<file path="src/rtl/if_prefetch_pkg.sv">
// Shared CPU core definitions used by the instruction prefetch stage and the decoder.
//   AddrW / ByteW     : address and data widths of the byte memory port
//   StIdle..StDiscard : fetch state encoding
//   OpNop, LenMin/Max : NOP opcode and instruction length bounds shared with the decoder
//   eff_len()         : maps a decoder length of 0 onto 1
package if_prefetch_pkg;

  localparam int unsigned AddrW = 16;
  localparam int unsigned ByteW = 8;

  localparam logic [1:0] StIdle    = 2'd0;
  localparam logic [1:0] StFetch   = 2'd1;
  localparam logic [1:0] StDiscard = 2'd2;

  localparam logic [ByteW-1:0] OpNop  = 8'hEA;
  localparam logic [1:0]       LenMin = 2'd1;
  localparam logic [1:0]       LenMax = 2'd3;

  function automatic logic [1:0] eff_len(input logic [1:0] len);
    return (len == 2'd0) ? LenMin : len;
  endfunction

endpackage

</file>
<file path="src/rtl/if_byte_queue.sv">
// Circular byte buffer for the prefetch stage.
//   clk, a_rst          : clock, synchronous active-high reset
//   flush               : drops all entries (pointers and count to zero)
//   push, push_data     : append one byte at the tail
//   pop, pop_len        : remove pop_len (1..3) bytes from the head; caller guarantees count >= pop_len
//   count               : number of valid bytes
//   peek0..peek2        : head, head+1, head+2; bytes at or beyond the tail read as zero
module if_byte_queue
  import if_prefetch_pkg::*;
#(
  parameter int unsigned DEPTH = 4,
  localparam int unsigned PtrW = $clog2(DEPTH),
  localparam int unsigned CntW = PtrW + 1
) (
  input  logic             clk,
  input  logic             a_rst,
  input  logic             flush,
  input  logic             push,
  input  logic [ByteW-1:0] push_data,
  input  logic             pop,
  input  logic [1:0]       pop_len,
  output logic [CntW-1:0]  count,
  output logic [ByteW-1:0] peek0,
  output logic [ByteW-1:0] peek1,
  output logic [ByteW-1:0] peek2
);

  logic [ByteW-1:0] mem_q [DEPTH];
  logic [PtrW-1:0]  head_q;
  logic [PtrW-1:0]  tail_q;
  logic [CntW-1:0]  count_q;

  // Pointers wrap naturally because DEPTH is a power of two.
  always_ff @(posedge clk) begin
    if (a_rst) begin
      head_q  <= '0;
      tail_q  <= '0;
      count_q <= '0;
      for (int i = 0; i < DEPTH; i++) begin
        mem_q[i] <= '0;
      end
    end else if (flush) begin
      head_q  <= '0;
      tail_q  <= '0;
      count_q <= '0;
    end else begin
      if (push) begin
        mem_q[tail_q] <= push_data;
        tail_q        <= tail_q + PtrW'(1);
      end
      if (pop) begin
        head_q <= head_q + PtrW'(pop_len);
      end
      count_q <= count_q + CntW'(push) - (pop ? CntW'(pop_len) : CntW'(0));
    end
  end

  assign count = count_q;
  assign peek0 = (count_q > CntW'(0)) ? mem_q[head_q]              : '0;
  assign peek1 = (count_q > CntW'(1)) ? mem_q[head_q + PtrW'(1)]   : '0;
  assign peek2 = (count_q > CntW'(2)) ? mem_q[head_q + PtrW'(2)]   : '0;

endmodule

</file>
<file path="src/rtl/if_prefetch.sv">
// Instruction prefetch stage feeding the decoder from an 8-bit memory port.
//   clk, a_rst                 : clock, synchronous active-high reset
//   mem_addr, mem_rd           : byte read request, held stable until mem_ack
//   mem_ack, mem_data          : read completion and data
//   id_opcode, id_k16, id_pc   : head instruction presented to the decoder
//   id_len                     : decoder-supplied length (0 treated as 1)
//   id_valid, id_take          : head instruction complete / consumed
//   ex_redirect, ex_redirect_pc: flush and refetch from a new PC
//   perf_starve                : only with IF_PERF_EN; saturating count of starved cycles
// Optional feature macro: IF_PERF_EN.
module if_prefetch
  import if_prefetch_pkg::*;
#(
  parameter int unsigned      DEPTH    = 4,
  parameter logic [AddrW-1:0] RESET_PC = 16'h0000
) (
  input  logic             clk,
  input  logic             a_rst,
  output logic [AddrW-1:0] mem_addr,
  output logic             mem_rd,
  input  logic             mem_ack,
  input  logic [ByteW-1:0] mem_data,
  output logic [ByteW-1:0] id_opcode,
  output logic [15:0]      id_k16,
  output logic [AddrW-1:0] id_pc,
  input  logic [1:0]       id_len,
  output logic             id_valid,
  input  logic             id_take,
  input  logic             ex_redirect,
  input  logic [AddrW-1:0] ex_redirect_pc
`ifdef IF_PERF_EN
  ,
  output logic [15:0]      perf_starve
`endif
);

  localparam int unsigned CntW = $clog2(DEPTH) + 1;

  logic [1:0]       state_q, state_d;
  logic [AddrW-1:0] fetch_pc_q, fetch_pc_d;
  logic [AddrW-1:0] id_pc_q, id_pc_d;
  logic [AddrW-1:0] req_addr_q;
  logic [CntW-1:0]  count;
  logic [CntW-1:0]  count_next;
  logic [ByteW-1:0] peek0, peek1, peek2;
  logic [1:0]       len_eff;
  logic             push;
  logic             pop;

  assign len_eff  = eff_len(id_len);
  assign id_valid = (count >= CntW'(len_eff));
  // Redirect overrides both the pop and the push of the same cycle.
  assign pop      = id_take && id_valid && !ex_redirect;
  assign push     = mem_ack && (state_q == StFetch) && !ex_redirect;
  assign mem_rd   = (state_q == StFetch) || (state_q == StDiscard);
  // While discarding, the abandoned request keeps its original address.
  assign mem_addr = (state_q == StDiscard) ? req_addr_q : fetch_pc_q;

  assign count_next = count + CntW'(push) - (pop ? CntW'(len_eff) : CntW'(0));

  assign id_opcode = peek0;
  assign id_k16    = {(len_eff == 2'd3) ? peek2 : 8'h00, (len_eff >= 2'd2) ? peek1 : 8'h00};
  assign id_pc     = id_pc_q;

  if_byte_queue #(
    .DEPTH(DEPTH)
  ) u_queue (
    .clk      (clk),
    .a_rst    (a_rst),
    .flush    (ex_redirect),
    .push     (push),
    .push_data(mem_data),
    .pop      (pop),
    .pop_len  (len_eff),
    .count    (count),
    .peek0    (peek0),
    .peek1    (peek1),
    .peek2    (peek2)
  );

  always_comb begin
    state_d    = state_q;
    fetch_pc_d = fetch_pc_q;
    id_pc_d    = id_pc_q;
    if (ex_redirect) begin
      fetch_pc_d = ex_redirect_pc;
      id_pc_d    = ex_redirect_pc;
      // A read still outstanding must be drained before a new one may issue.
      if (mem_rd && !mem_ack) begin
        state_d = StDiscard;
      end else begin
        state_d = StFetch;
      end
    end else begin
      if (pop) begin
        id_pc_d = id_pc_q + AddrW'(len_eff);
      end
      unique case (state_q)
        StIdle: begin
          if (count < CntW'(DEPTH)) begin
            state_d = StFetch;
          end
        end
        StFetch: begin
          if (mem_ack) begin
            fetch_pc_d = fetch_pc_q + AddrW'(1);
            state_d    = (count_next < CntW'(DEPTH)) ? StFetch : StIdle;
          end
        end
        StDiscard: begin
          if (mem_ack) begin
            state_d = StFetch;
          end
        end
        default: state_d = StIdle;
      endcase
    end
  end

  always_ff @(posedge clk) begin
    if (a_rst) begin
      state_q    <= StIdle;
      fetch_pc_q <= RESET_PC;
      id_pc_q    <= RESET_PC;
      req_addr_q <= RESET_PC;
    end else begin
      state_q    <= state_d;
      fetch_pc_q <= fetch_pc_d;
      id_pc_q    <= id_pc_d;
      if (state_q != StDiscard) begin
        req_addr_q <= fetch_pc_q;
      end
    end
  end

`ifdef IF_PERF_EN
  logic [15:0] starve_q;

  always_ff @(posedge clk) begin
    if (a_rst) begin
      starve_q <= '0;
    end else if (!id_valid && !ex_redirect && (starve_q != 16'hFFFF)) begin
      starve_q <= starve_q + 16'd1;
    end
  end

  assign perf_starve = starve_q;
`endif

endmodule

</file>
<file path="config.mk">
export PLATFORM = sky130hd
export DESIGN_NAME = if_prefetch
export DESIGN_NICKNAME = d
export VERILOG_FILES = /design/src/rtl/if_prefetch_pkg.sv /design/src/rtl/if_byte_queue.sv /design/src/rtl/if_prefetch.sv
export SDC_FILE = /design/constraint.sdc
export NUM_CORES = 1
export LEC_CHECK = 0
export CORE_MARGIN = 1
export CORE_UTILIZATION = 55
export CTS_BUF_LIST = sky130_fd_sc_hd__clkbuf_4
export DETAILED_ROUTE_END_ITERATION = 12
export GPL_TIMING_DRIVEN = 0
export PLACE_DENSITY = 0.83
export REMOVE_ABC_BUFFERS = 1
export SLEW_MARGIN = 20
export SYNTH_ARGS = -nofsm -noshare
export SYNTH_HDL_FRONTEND = slang
export SYNTH_SLANG_ARGS = --single-unit
</file>
<file path="constraint.sdc">
create_clock -name clk -period 4.6 [get_ports clk]
set_input_delay 0.46 -clock clk [delete_from_list [all_inputs] [get_ports clk]]
set_output_delay 0.46 -clock clk [all_outputs]
set_load 0.01 [all_outputs]
</file>
==> impl_summary.log, run 1 <==
[metrics] run status: complete, no violations
[metrics] areal power density over the cells: about 270 nW/µm²
[metrics] commonest register cell after synthesis: sky130_fd_sc_hd__dfxtp_1
[metrics] storage element area: around 2100 µm²
[metrics] gpl congestion: about 0.84
[metrics] upper clock frequency limit: ~250 MHz
[metrics] area of the die: about 9700 µm²
[metrics] total instance count after detailed placement: roughly 650
[metrics] Fillers: ~680
[metrics] number of input and output port buffers inserted: 88
[metrics] placeable core area: 8890 µm²
[metrics] hold buffer count at cts: 0
[metrics] remaining design rule violation count: 0
[metrics] main combinational cell family by area after synthesis: simple AND/OR/NAND/NOR gates
[metrics] Unique masters post-synth: 61
[metrics] Non-Filler Instances: 665
[metrics] global-route wire length before repair: between 15 and 20 mm
[metrics] chip width: 98.6 µm
[metrics] Clock Skew: roughly 0.016 ns
[metrics] row cnt: 34
[metrics] simple-gate share of the synthesized area: 20.3%
[metrics] Crit path required time: about 5.0 ns
[metrics] pre-CTS setup slack: around 0.07 ns
[metrics] fraction of the core area covered by cells at the end of the flow: between 60% and 70%
[metrics] max-capacitance violation count: 0
[metrics] worst-skew pair later-pin latency: approximately 0.44 ns
[metrics] Post-DP Area: around 6000 µm²
[metrics] async set-reset flop share out of synthesis: 0%
[metrics] number of nets at the end of the flow: approximately 600
[metrics] Post-synth EDFFs: 32
[metrics] RSZ-0062 raised after global routing: false
[metrics] Post-Route Setup TNS: 0 ns
[metrics] post-synthesis average cell area: around 11 µm²
[metrics] detailed placer's ending HPWL: between 8 and 9 mm
[metrics] total length of routed wires: ~12 mm
[metrics] count of pins over their slew limit: 0
[metrics] summed area of non-filler cells in the final layout: 6130 µm²
[metrics] total area of multi-input combinational cells: roughly 2700 µm²
[metrics] share of the yosys chip area belonging to registers: a little over two fifths
[metrics] count of antenna-violating nets left after detailed routing: 0
[metrics] share of synthesized area spent on multiplexers: between 10% and 20%
[metrics] xor/xnor cell area share of the yosys netlist: under 10%
[metrics] cts bufs inserted: 9
[metrics] post-synthesis instance total: just under 500
[metrics] post-CTS setup buffers: 0
[metrics] drt first pass iters: 4
[metrics] global-route total usage across every layer: between 20% and 30%
[metrics] CP endpoint kind: flop
[metrics] clock slew seen by the registers of the worst setup and hold paths: roughly 0.14 ns
[metrics] antenna violations before repair: 0
[metrics] clock root buffer: sky130_fd_sc_hd__clkbuf_4
[metrics] total of warnings raised by yosys: 0
[metrics] via count of the routed design: around 4,000
[metrics] initial DRC count: 183
[metrics] class of the tightest hold or removal check: flop to flop
[metrics] synthesized-area fraction occupied by adder cells: 3.95%
[metrics] number of placed I/O pins: between 80 and 90
[metrics] total number of H-tree levels: 3
[metrics] post-synthesis compound-gate area fraction: 11.1%
[metrics] final-report hold violation count: 0
[metrics] WP data arrival: roughly 4.4 ns
[metrics] CP Class: primary input to flop
[metrics] largest net degree at the start of global routing: 44
[metrics] Peak supply drop: 215 µV
[metrics] clock tree from TritonCTS: yes
[metrics] Final period util: 88.3%
[metrics] TritonCTS sink count: between 90 and 100
[metrics] worst slew margin relative to its limit: between 30% and 40%
[metrics] combined area of all synthesized cells: slightly above 5000 µm²
[metrics] effective utilization at floorplan: between 50 and 60%
[metrics] Max clock buf depth: 2
[metrics] final critical-path required period: between 4 and 5 ns
[metrics] total global routing overflow: 0
[metrics] vias in the first global route: approximately 4,000
[metrics] Max Fanout on Critical Path: 29
[metrics] register bit total from synthesis: a little over 90
[metrics] Vias/cell: 5.98
[metrics] vertical extent of the die: about 100 µm
[metrics] number of diodes added for antenna fixing: 0
[metrics] post-CTS sizing: 0
[metrics] post-detailed-route wirelength per cell: roughly 18 µm
[metrics] synthesis-to-layout area growth: 19.5%
[metrics] Worst Tran Pin Value: about 1.0 ns
[metrics] final setup violation count: 0
[metrics] PnR worst setup slack: around 0.54 ns
[metrics] Static Leakage: 2.15 nW
[metrics] critical path launch point type: primary input
[metrics] proportion of layout cells with a drive suffix above 1: between 10 and 15%
[cells in the final DEF, fill, tap and decap left out, drive strengths merged, types with 7 or more instances in the layout]
cell,instances
dfxtp,59
nor2,17
a31oi,7
clkdlybuf4s50,86
o21ai,7
nor2b,41
edfxtp,32
ha,13
clkbuf,9
nand4,10
o31a,13
mux4,24
nor4,14
inv,29
a21boi,11
a21oi,19
mux2,14
xnor2,13
and2,39
nand2,17
nor3,10
nand3,8
[critical path: stages]
cell and delay (ns):
sky130_fd_sc_hd__clkdlybuf4s50_1 0.58, sky130_fd_sc_hd__nand2b_1 0.18, sky130_fd_sc_hd__ha_1 0.31, sky130_fd_sc_hd__or2b_2 0.33, sky130_fd_sc_hd__a31oi_4 0.68, sky130_fd_sc_hd__nor3b_1 0.11, sky130_fd_sc_hd__ha_1 0.31, sky130_fd_sc_hd__inv_1 0.04
sky130_fd_sc_hd__ha_1 0.18, sky130_fd_sc_hd__fa_1 0.38, sky130_fd_sc_hd__xor3_1 0.24, sky130_fd_sc_hd__a211oi_1 0.08, sky130_fd_sc_hd__or3_1 0.34, sky130_fd_sc_hd__a211oi_1 0.20
[layout make-up]
cell class                      instances  share of cell area, %
Inverter                               29                   1.78
Sequential cell                        91                   35.0
Clock buffer                            9                   1.10
Clock inverter                          7                   1.10
Tap cell                              108                   2.21
Multi-Input combinational cell        333                   44.6
Timing Repair Buffer                   88                   14.2
[registers in the layout, indices dropped and copies added, names as in the netlist, named ones only]
| signal | flops |
|---|---|
| u_queue.tail_q | 2 |
| state_q | 2 |
| fetch_pc_q | 16 |
| u_queue.count | 3 |
| id_pc | 16 |
| u_queue.head_q | 2 |
| req_addr_q | 16 |
| u_queue.mem_q | 32 |
[kinds of logic (layout without fill, tap and decap cells)]
group | after synthesis | after routing
AO/OA/AOI/OAI | 81 | 81
flip-flops | 91 | 91
multiplexers | 41 | 41
AND/OR/NAND/NOR | 178 | 178
buffers and inverters | 61 | 133
XOR/XNOR | 18 | 18
adder cells (fa/ha/maj) | 15 | 15
[worst paths after layout]
kind                            depth (start not counted)         end        startpoint  slack, ns
worst max-delay path                                   14  state_q[0]         id_len[1]       0.54
worst min-delay path                                    2   id_pc[13]         id_pc[13]       0.55
worst max register to register                         13  state_q[0]  u_queue.count[0]       0.87
worst min register to register                          2   id_pc[13]         id_pc[13]       0.55
[power by group]
| part | switching [mW] | leakage (nW) | internal (mW) |
|---|---|---|---|
| Sequential | 0.0471 | 0.818 | 0.875 |
| Clock | 0.273 | 0.0659 | 0.163 |
| Combinational | 0.139 | 1.27 | 0.161 |
| Total | 0.459 | 2.15 | 1.20 |
[metal layers]
metal / vias up / wire (µm) / global-route usage (%)
met3: 23 / 538 / 3.12
li1: 1891 / - / -
met1: 1930 / 4580 / 28.8
met4: 0 / 254 / 11.3
met5: - / 0 / 0
met2: 131 / 6270 / 46.0
[metrics by stage]
stage          hold slack, ns  total power [mW]
6_report                0.548              1.66
3_3_place_gp            0.510              1.23
5_1_grt                 0.578              1.73
3_5_place_dp            0.523              1.24
2_1_floorplan           0.521              1.09
4_1_cts                 0.544              1.66
[synthesized netlist by cell type (6+ instances only)]
cell / count / share of area [%]
sky130_fd_sc_hd__and2_1: 39 / 4.8
sky130_fd_sc_hd__mux4_2: 24 / 11
sky130_fd_sc_hd__dfxtp_1: 59 / 23
sky130_fd_sc_hd__nand3_1: 8 / 0.78
sky130_fd_sc_hd__a31oi_1: 7 / 0.85
sky130_fd_sc_hd__nor2b_1: 41 / 5.0
sky130_fd_sc_hd__nand2_1: 17 / 1.2
sky130_fd_sc_hd__ha_1: 13 / 3.2
sky130_fd_sc_hd__a21oi_1: 19 / 1.9
sky130_fd_sc_hd__edfxtp_1: 32 / 19
sky130_fd_sc_hd__nand4_1: 9 / 1.1
sky130_fd_sc_hd__o21ai_0: 6 / 0.59
sky130_fd_sc_hd__clkbuf_1: 18 / 1.3
sky130_fd_sc_hd__nor3_1: 10 / 0.98
sky130_fd_sc_hd__inv_1: 28 / 2.0
sky130_fd_sc_hd__mux2_2: 14 / 3.1
sky130_fd_sc_hd__nor2_1: 17 / 1.2
sky130_fd_sc_hd__o31a_1: 12 / 2.0
sky130_fd_sc_hd__xnor2_1: 13 / 2.2
sky130_fd_sc_hd__nor4_1: 14 / 1.7
sky130_fd_sc_hd__buf_2: 8 / 0.78
sky130_fd_sc_hd__a21boi_0: 11 / 1.6
(Power assumes the default switching activity.)
==> run 2, diff against run 1 <==
- CORE_UTILIZATION: 55 -> 66
- DONT_BUFFER_PORTS: unset -> 1
- PLACE_DENSITY: 0.83 -> 0.9
==> run 2 against run 1 <==
Net effect: cell count decreased by 15%; clock-buffer cell count unchanged; design area decreased by 15%; clock power decreased by 5.0%.
==> impl_summary.log, run 2 (synthesis gave the netlist of run 1 again) <==
[metrics] run status: complete, no violations (unchanged)
[metrics] class of the tightest hold or removal check: primary input to flop (was flop to flop)
[metrics] count of antenna-violating nets left after detailed routing: 0 (unchanged)
[metrics] clock tree from TritonCTS: yes (unchanged)
[metrics] post-CTS sizing: 0 (unchanged)
[metrics] Crit path required time: 4.98 ns (was 4.96 ns)
[metrics] final critical-path required period: 3.74 ns (was 4.06 ns)
[metrics] Final period util: 81.4% (was 88.3%)
[metrics] hold buffer count at cts: 0 (unchanged)
[metrics] post-CTS setup buffers: 0 (unchanged)
[metrics] proportion of layout cells with a drive suffix above 1: 15.1% (was 12.9%)
[metrics] Vias/cell: 6.66 (was 5.98)
[metrics] number of nets at the end of the flow: 510 (was 598)
[metrics] Static Leakage: 1.83 nW (was 2.15 nW)
[metrics] number of input and output port buffers inserted: 0 (was 88)
[metrics] remaining design rule violation count: 0 (unchanged)
[metrics] gpl congestion: 0.824 (was 0.836)
[metrics] vertical extent of the die: 90.1 µm (was 98.6 µm)
[metrics] clock slew seen by the registers of the worst setup and hold paths: 0.15 ns (was 0.14 ns)
[metrics] via count of the routed design: 3,785 (was 3,975)
[metrics] upper clock frequency limit: 267 MHz (was 246 MHz)
[metrics] total instance count after detailed placement: 552 (was 649)
[metrics] worst slew margin relative to its limit: 29.0% (was 30.6%)
[metrics] largest net degree at the start of global routing: 44 (unchanged)
[metrics] worst-skew pair later-pin latency: 0.46 ns (was 0.44 ns)
[metrics] cts bufs inserted: 9 (unchanged)
[metrics] areal power density over the cells: 296 nW/µm² (was 271 nW/µm²)
[metrics] final setup violation count: 0 (unchanged)
[metrics] number of placed I/O pins: 89 (unchanged)
[metrics] CP Class: flop to flop (was primary input to flop)
[metrics] chain of cells forming the critical path: inv_1, ha_1, or2b_2, a31oi_4, nor3b_1, ha_1, inv_1, ha_1, fa_1, xor3_1, a211oi_1, or3_1, a211oi_1 (was clkdlybuf4s50_1, nand2b_1, ha_1, or2b_2, a31oi_4, nor3b_1, ha_1, inv_1, ha_1, fa_1, xor3_1, a211oi_1, or3_1, a211oi_1)
[metrics] chip width: 90.1 µm (was 98.6 µm)
[metrics] placeable core area: 7370 µm² (was 8890 µm²)
[metrics] TritonCTS sink count: 91 (unchanged)
[metrics] most frequent standard cell in the layout excluding fill and tap cells: sky130_fd_sc_hd__dfxtp_1 (was sky130_fd_sc_hd__clkdlybuf4s50_1)
[metrics] count of pins over their slew limit: 0 (unchanged)
[metrics] number of flip-flops in the largest register: 32 (unchanged)
[metrics] final-report hold violation count: 0 (unchanged)
[metrics] Max Fanout on Critical Path: 29 (unchanged)
[metrics] Worst Tran Pin Value: 1.06 ns (was 1.04 ns)
[metrics] slowest cell on the critical path: sky130_fd_sc_hd__a31oi_4 (unchanged)
[metrics] global-route total usage across every layer: 28.9% (was 24.9%)
[metrics] post-detailed-route wirelength per cell: 20.2 µm (was 17.5 µm)
[metrics] cell type with the highest occurrence count on the critical path: sky130_fd_sc_hd__ha_1 (unchanged)
[metrics] Peak supply drop: 220 µV (was 215 µV)
[metrics] commonest cells after routing, fill and taps aside: 58 x sky130_fd_sc_hd__dfxtp_1, 41 x sky130_fd_sc_hd__nor2b_1, 39 x sky130_fd_sc_hd__and2_1, 32 x sky130_fd_sc_hd__edfxtp_1, 28 x sky130_fd_sc_hd__inv_1 (was 86 x sky130_fd_sc_hd__clkdlybuf4s50_1, 58 x sky130_fd_sc_hd__dfxtp_1, 41 x sky130_fd_sc_hd__nor2b_1, 39 x sky130_fd_sc_hd__and2_1, 32 x sky130_fd_sc_hd__edfxtp_1)
[metrics] drt first pass iters: 5 (was 4)
[metrics] critical path launch point type: flop (was primary input)
[metrics] clock root buffer: sky130_fd_sc_hd__clkbuf_4 (unchanged)
[metrics] Max clock buf depth: 2 (unchanged)
[metrics] area of the die: 8130 µm² (was 9710 µm²)
[metrics] effective utilization at floorplan: 69.6% (was 57.7%)
[metrics] total number of H-tree levels: 3 (unchanged)
[metrics] Non-Filler Instances: 568 (was 665)
[metrics] global-route wire length before repair: 18.3 mm (was 19.0 mm)
[metrics] delay contributed by the slowest stage of the critical path: 0.69 ns (was 0.68 ns)
[metrics] RSZ-0062 raised after global routing: false (unchanged)
[metrics] antenna violations before repair: 0 (unchanged)
[metrics] Clock Skew: 0.0163 ns (was 0.0165 ns)
[metrics] detailed placer's ending HPWL: 8.43 mm (was 8.35 mm)
[metrics] Top reg by flops: u_queue.mem_q (unchanged)
[metrics] initial DRC count: 286 (was 183)
[metrics] total length of routed wires: 11.5 mm (was 11.6 mm)
[metrics] WP data arrival: 4.12 ns (was 4.42 ns)
[metrics] number of diodes added for antenna fixing: 0 (unchanged)
[metrics] vias in the first global route: 3,691 (was 3,962)
[metrics] row cnt: 31 (was 34)
[metrics] total global routing overflow: 0 (unchanged)
[metrics] synthesis-to-layout area growth: 2.12% (was 19.5%)
[metrics] CP endpoint kind: flop (unchanged)
[metrics] Fin Hold WS: 0.0552 ns (was 0.548 ns)
[metrics] max-capacitance violation count: 0 (unchanged)
[metrics] Fillers: 526 (was 681)
[metrics] register-to-register path setup slack: 0.86 ns (was 0.87 ns)
run 2: cell types whose count changed in the layout (fill, tap and decap cells not counted), sizes merged:
| cell | delta |
|---|---|
| buf | -2 |
| inv | +1 |
| bufinv | -1 |
| clkdlybuf4s50 | -86 |
run 2: metrics by stage:
stage | setup WS, ns | TNS (ns) | cell area, µm² | power [mW] | utilization (%)
4_1_cts | 0.896 | 0 | 5230 | 1.55 | 71.0
5_1_grt | 0.622 | 0 | 5240 | 1.60 | 71.1
3_5_place_dp | 0.653 | 0 | 5100 | 1.15 | 69.2
6_report | 0.858 | 0 | 5240 | 1.55 | 71.1
3_3_place_gp | -0.197 | -0.197 | 5090 | 1.13 | 69.0
2_1_floorplan | 0.363 | 0 | 4960 | 1.09 | -
run 2: worst max-delay path: cells and delay by family, from the launching register on:
kind                     cells  cell delay, ns
buffers and inverters        2            0.12
adder cells (fa/ha/maj)      4            1.16
XOR/XNOR                     1            0.26
flip-flops                   1            0.39
AND/OR/NAND/NOR              3            0.78
AO/OA/AOI/OAI                3            0.97
run 2: report_power, final:
group	switching [mW]	internal, mW	total (mW)	leakage [nW]
Sequential	0.0549	0.875	0.930	0.818
Combinational	0.111	0.0961	0.207	0.948
Clock	0.297	0.118	0.415	0.0607
run 2: worst paths after layout:
kind | start | endpoint | cells past startpoint
min | a_rst | state_q[1] | 1
max reg2reg | u_queue.count[0] | state_q[0] | 13
min reg2reg | state_q[1] | state_q[1] | 2
max | u_queue.count[0] | state_q[0] | 13
run 2: area by class of cell:
cell class              instances  area (µm²)  share of cell area, %
clock buffers                   9        67.6                   1.29
clock inverters                 7        60.1                   1.15
inverters                      29         109                   2.08
multi-input cells             333        2730                   52.2
flip-flops and latches         91        2140                   40.9
well taps                      99         124                   2.37
run 2: per-layer routing:
layer / up-vias / global-route usage [%] / part of all wire, %
met4: 0 / 12.9 / 2.2
met2: 195 / 52.2 / 53
met5: - / 0 / 0
li1: 1729 / - / -
met1: 1831 / 32.8 / 38
met3: 30 / 5.92 / 6.8
==> run 3, diff against run 2 <==
- clock period: 4.6 -> 3.6 ns (I/O delays scaled with it)
==> run 3 against run 2 <==
Net effect: clock skew decreased by 0.0023 ns; cell count increased by 1.2%; clock-buffer cell count unchanged; flip-flop and latch count unchanged; utilization increased by 0.85 points; critical path depth unchanged; fmax increased by 12%; routed wire length increased by 4.5%; via count increased by 1.9%; die area unchanged.
==> impl_summary.log, run 3 (synthesis gave the netlist of run 1 again) <==
[metrics] row cnt: 31 (unchanged)
[metrics] Crit Reg-Reg Startpoint: u_queue.count[0] (unchanged)
[metrics] CP Class: flop to flop (unchanged)
[metrics] Max clock buf depth: 2 (unchanged)
[metrics] Worst Tran Pin Value: 1.06 ns (about the same)
[metrics] total instance count after detailed placement: 552 (unchanged)
[metrics] effective utilization at floorplan: 69.6% (unchanged)
[metrics] PnR worst setup slack: 0.262 ns (was 0.858 ns)
[metrics] number of buffers and inverters on the critical path: 2 (unchanged)
[metrics] proportion of layout cells with a drive suffix above 1: 16.0% (was 15.1%)
[metrics] Critical Path Sink: state_q[0] (unchanged)
[metrics] startpoint of the worst setup timing path: u_queue.count[0] (unchanged)
[metrics] largest net degree at the start of global routing: 37 (was 44)
[metrics] vertical extent of the die: 90.1 µm (unchanged)
[metrics] placeable core area: 7370 µm² (unchanged)
[metrics] drt first pass iters: 5 (unchanged)
[metrics] WP data arrival: 3.71 ns (was 4.12 ns)
[metrics] Peak supply drop: 280 µV (was 220 µV)
[metrics] final critical-path required period: 3.34 ns (was 3.74 ns)
[metrics] critical path launch point type: flop (unchanged)
[metrics] number of diodes added for antenna fixing: 0 (unchanged)
[metrics] number of input and output port buffers inserted: 0 (unchanged)
[metrics] family with the most delay on the worst path: adder cells (unchanged)
[metrics] Fillers: 521 (was 526)
[metrics] Post-DP Area: 5100 µm² (unchanged)
[metrics] post-detailed-route wirelength per cell: 20.8 µm (was 20.2 µm)
[metrics] area of the die: 8130 µm² (unchanged)
[metrics] upper clock frequency limit: 300 MHz (was 267 MHz)
[metrics] antenna violations before repair: 0 (unchanged)
[metrics] TritonCTS sink count: 91 (unchanged)
[metrics] number of placed I/O pins: 89 (unchanged)
[metrics] total length of routed wires: 12.0 mm (was 11.5 mm)
[metrics] final-report hold violation count: 0 (unchanged)
[metrics] number of nets at the end of the flow: 517 (was 510)
[metrics] total global routing overflow: 0 (unchanged)
[metrics] via count of the routed design: 3,857 (was 3,785)
[metrics] max-capacitance violation count: 0 (unchanged)
[metrics] Static Leakage: 1.85 nW (was 1.83 nW)
[metrics] clock root buffer: sky130_fd_sc_hd__clkbuf_4 (unchanged)
[metrics] count of antenna-violating nets left after detailed routing: 0 (unchanged)
[metrics] synthesis-to-layout area growth: 3.34% (was 2.12%)
[metrics] Top reg by flops: u_queue.mem_q (unchanged)
[metrics] worst slew margin relative to its limit: 29.4% (was 29.0%)
[metrics] delay contributed by the slowest stage of the critical path: 0.39 ns (was 0.69 ns)
[metrics] Max Fanout on Critical Path: 6 (was 29)
[metrics] total number of H-tree levels: 3 (unchanged)
[metrics] gpl congestion: 0.824 (unchanged)
[metrics] Final period util: 92.7% (was 81.4%)
[metrics] reg2reg path depth: 13 (unchanged)
[metrics] chip width: 90.1 µm (unchanged)
[metrics] most frequent standard cell in the layout excluding fill and tap cells: sky130_fd_sc_hd__dfxtp_1 (unchanged)
[metrics] register-to-register path setup slack: 0.26 ns (was 0.86 ns)
[metrics] number of flip-flops in the largest register: 32 (unchanged)
[metrics] clock tree from TritonCTS: yes (unchanged)
[metrics] endpoint of the lowest-slack register-to-register path: state_q[0] (unchanged)
[metrics] post-CTS sizing: 0 (unchanged)
[metrics] commonest cells after routing, fill and taps aside: 58 x sky130_fd_sc_hd__dfxtp_1, 41 x sky130_fd_sc_hd__nor2b_1, 39 x sky130_fd_sc_hd__and2_1, 32 x sky130_fd_sc_hd__edfxtp_1, 28 x sky130_fd_sc_hd__inv_1 (unchanged)
[metrics] summed area of non-filler cells in the final layout: 5300 µm² (was 5240 µm²)
[metrics] global-route total usage across every layer: 29.8% (was 28.9%)
[metrics] RSZ-0062 raised after global routing: false (unchanged)
[metrics] worst-skew pair later-pin latency: 0.45 ns (was 0.46 ns)
[metrics] clock slew seen by the registers of the worst setup and hold paths: 0.15 ns (about the same)
[metrics] Post-Route Setup TNS: 0 ns (unchanged)
[metrics] pre-CTS setup slack: -0.247 ns (was 0.653 ns)
[metrics] initial DRC count: 317 (was 286)
[metrics] cts bufs inserted: 9 (unchanged)
[metrics] Non-Filler Instances: 575 (was 568)
[metrics] remaining design rule violation count: 0 (unchanged)
[metrics] detailed placer's ending HPWL: 8.43 mm (unchanged)
[metrics] run status: complete, no violations (unchanged)
[metrics] slowest cell on the critical path: sky130_fd_sc_hd__dfxtp_1 (was sky130_fd_sc_hd__a31oi_4)
[metrics] class of the tightest hold or removal check: primary input to flop (unchanged)
[metrics] Vias/cell: 6.71 (was 6.66)
[metrics] Crit path required time: 3.97 ns (was 4.98 ns)
[metrics] count of pins over their slew limit: 0 (unchanged)
[metrics] global-route wire length before repair: 18.8 mm (was 18.3 mm)
[metrics] CP endpoint kind: flop (unchanged)
[metrics] final setup violation count: 0 (unchanged)
[metrics] Clock Skew: 0.0140 ns (was 0.0163 ns)
[metrics] vias in the first global route: 3,748 (was 3,691)
[metrics] areal power density over the cells: 377 nW/µm² (was 296 nW/µm²)
[metrics] cell type with the highest occurrence count on the critical path: sky130_fd_sc_hd__ha_1 (unchanged)
[metrics] chain of cells forming the critical path: inv_1, ha_1, or2b_2, a31oi_4, nor3b_1, ha_1, inv_1, ha_1, fa_1, xor3_1, a211oi_1, or3_1, a211oi_1 (unchanged)
[metrics] number of gates on the worst path with buffers counted: 13 (unchanged)
[metrics] Fin Hold WS: 0.0426 ns (was 0.0552 ns)
-- run 3: changes by cell type in the layout (fill, tap and decap cells not counted) --
cell / change
sky130_fd_sc_hd__a31oi_2: +1
sky130_fd_sc_hd__buf_4: +4
sky130_fd_sc_hd__dlygate4sd3_1: +2
-- run 3: worst min path at each step --
| stage | from | depth (start not counted) | endpoint |
|---|---|---|---|
| 4_1_cts | a_rst | 1 | fetch_pc_q[15] |
| 3_5_place_dp | a_rst | 1 | req_addr_q[10] |
| 3_3_place_gp | a_rst | 1 | id_pc[1] |
| 2_1_floorplan | a_rst | 1 | id_pc[1] |
| 6_report | ex_redirect | 1 | id_pc[6] |
| 5_1_grt | ex_redirect | 1 | id_pc[3] |
-- run 3: area by class of cell --
cell class / count / area (µm²) / area share (%)
multi-input combinational: 334 / 2750 / 51.8
clock inverter: 7 / 60.1 / 1.13
sequential: 91 / 2140 / 40.4
clock buffer: 9 / 67.6 / 1.28
inverter: 29 / 109 / 2.05
tap: 99 / 124 / 2.34
timing repair buffer: 6 / 50.0 / 0.945
-- run 3: power by group --
group	total (mW)	internal (mW)	switching, mW	leakage, nW
registers	1.19	1.12	0.0705	0.818
logic	0.285	0.131	0.154	0.975
clock network	0.527	0.151	0.376	0.0607
-- run 3: what timing repair did --
item                                   4_1_cts  5_1_grt
setup buffers                                0        4
gates cloned                                 1        0
hold buffers                                 1        1
endpoints found under the hold margin       22        2
pin swaps                                    1        1
setup endpoints to repair                    1        1
-- run 3: per-stage QoR --
step                utilization, %  power (mW)
floorplan                        -        1.40
global placement              69.0        1.45
detailed placement            69.2        1.47
CTS                           71.3        1.98
global route                  71.9        2.07
finish                        71.9        2.00
-- run 3: worst reg2reg max path, stage by stage (launching register included) --
cell and delay, ns:
sky130_fd_sc_hd__dfxtp_1 0.39, sky130_fd_sc_hd__inv_1 0.09, sky130_fd_sc_hd__ha_1 0.29, sky130_fd_sc_hd__or2b_2 0.36, sky130_fd_sc_hd__a31oi_4 0.29, sky130_fd_sc_hd__nor3b_1 0.09
sky130_fd_sc_hd__ha_1 0.27, sky130_fd_sc_hd__inv_1 0.04, sky130_fd_sc_hd__ha_1 0.18, sky130_fd_sc_hd__fa_1 0.39, sky130_fd_sc_hd__xor3_1 0.26, sky130_fd_sc_hd__a211oi_1 0.08
sky130_fd_sc_hd__or3_1 0.34, sky130_fd_sc_hd__a211oi_1 0.20
-- run 3: per-layer routing --
| metal | global-route usage [%] | vias up | share of wire, % |
|---|---|---|---|
| li1 | - | 1752 | - |
| met1 | 34.4 | 1861 | 38 |
| met2 | 53.1 | 214 | 52 |
| met3 | 6.35 | 30 | 7.5 |
| met4 | 13.0 | 0 | 2.1 |
| met5 | 0 | - | 0 |
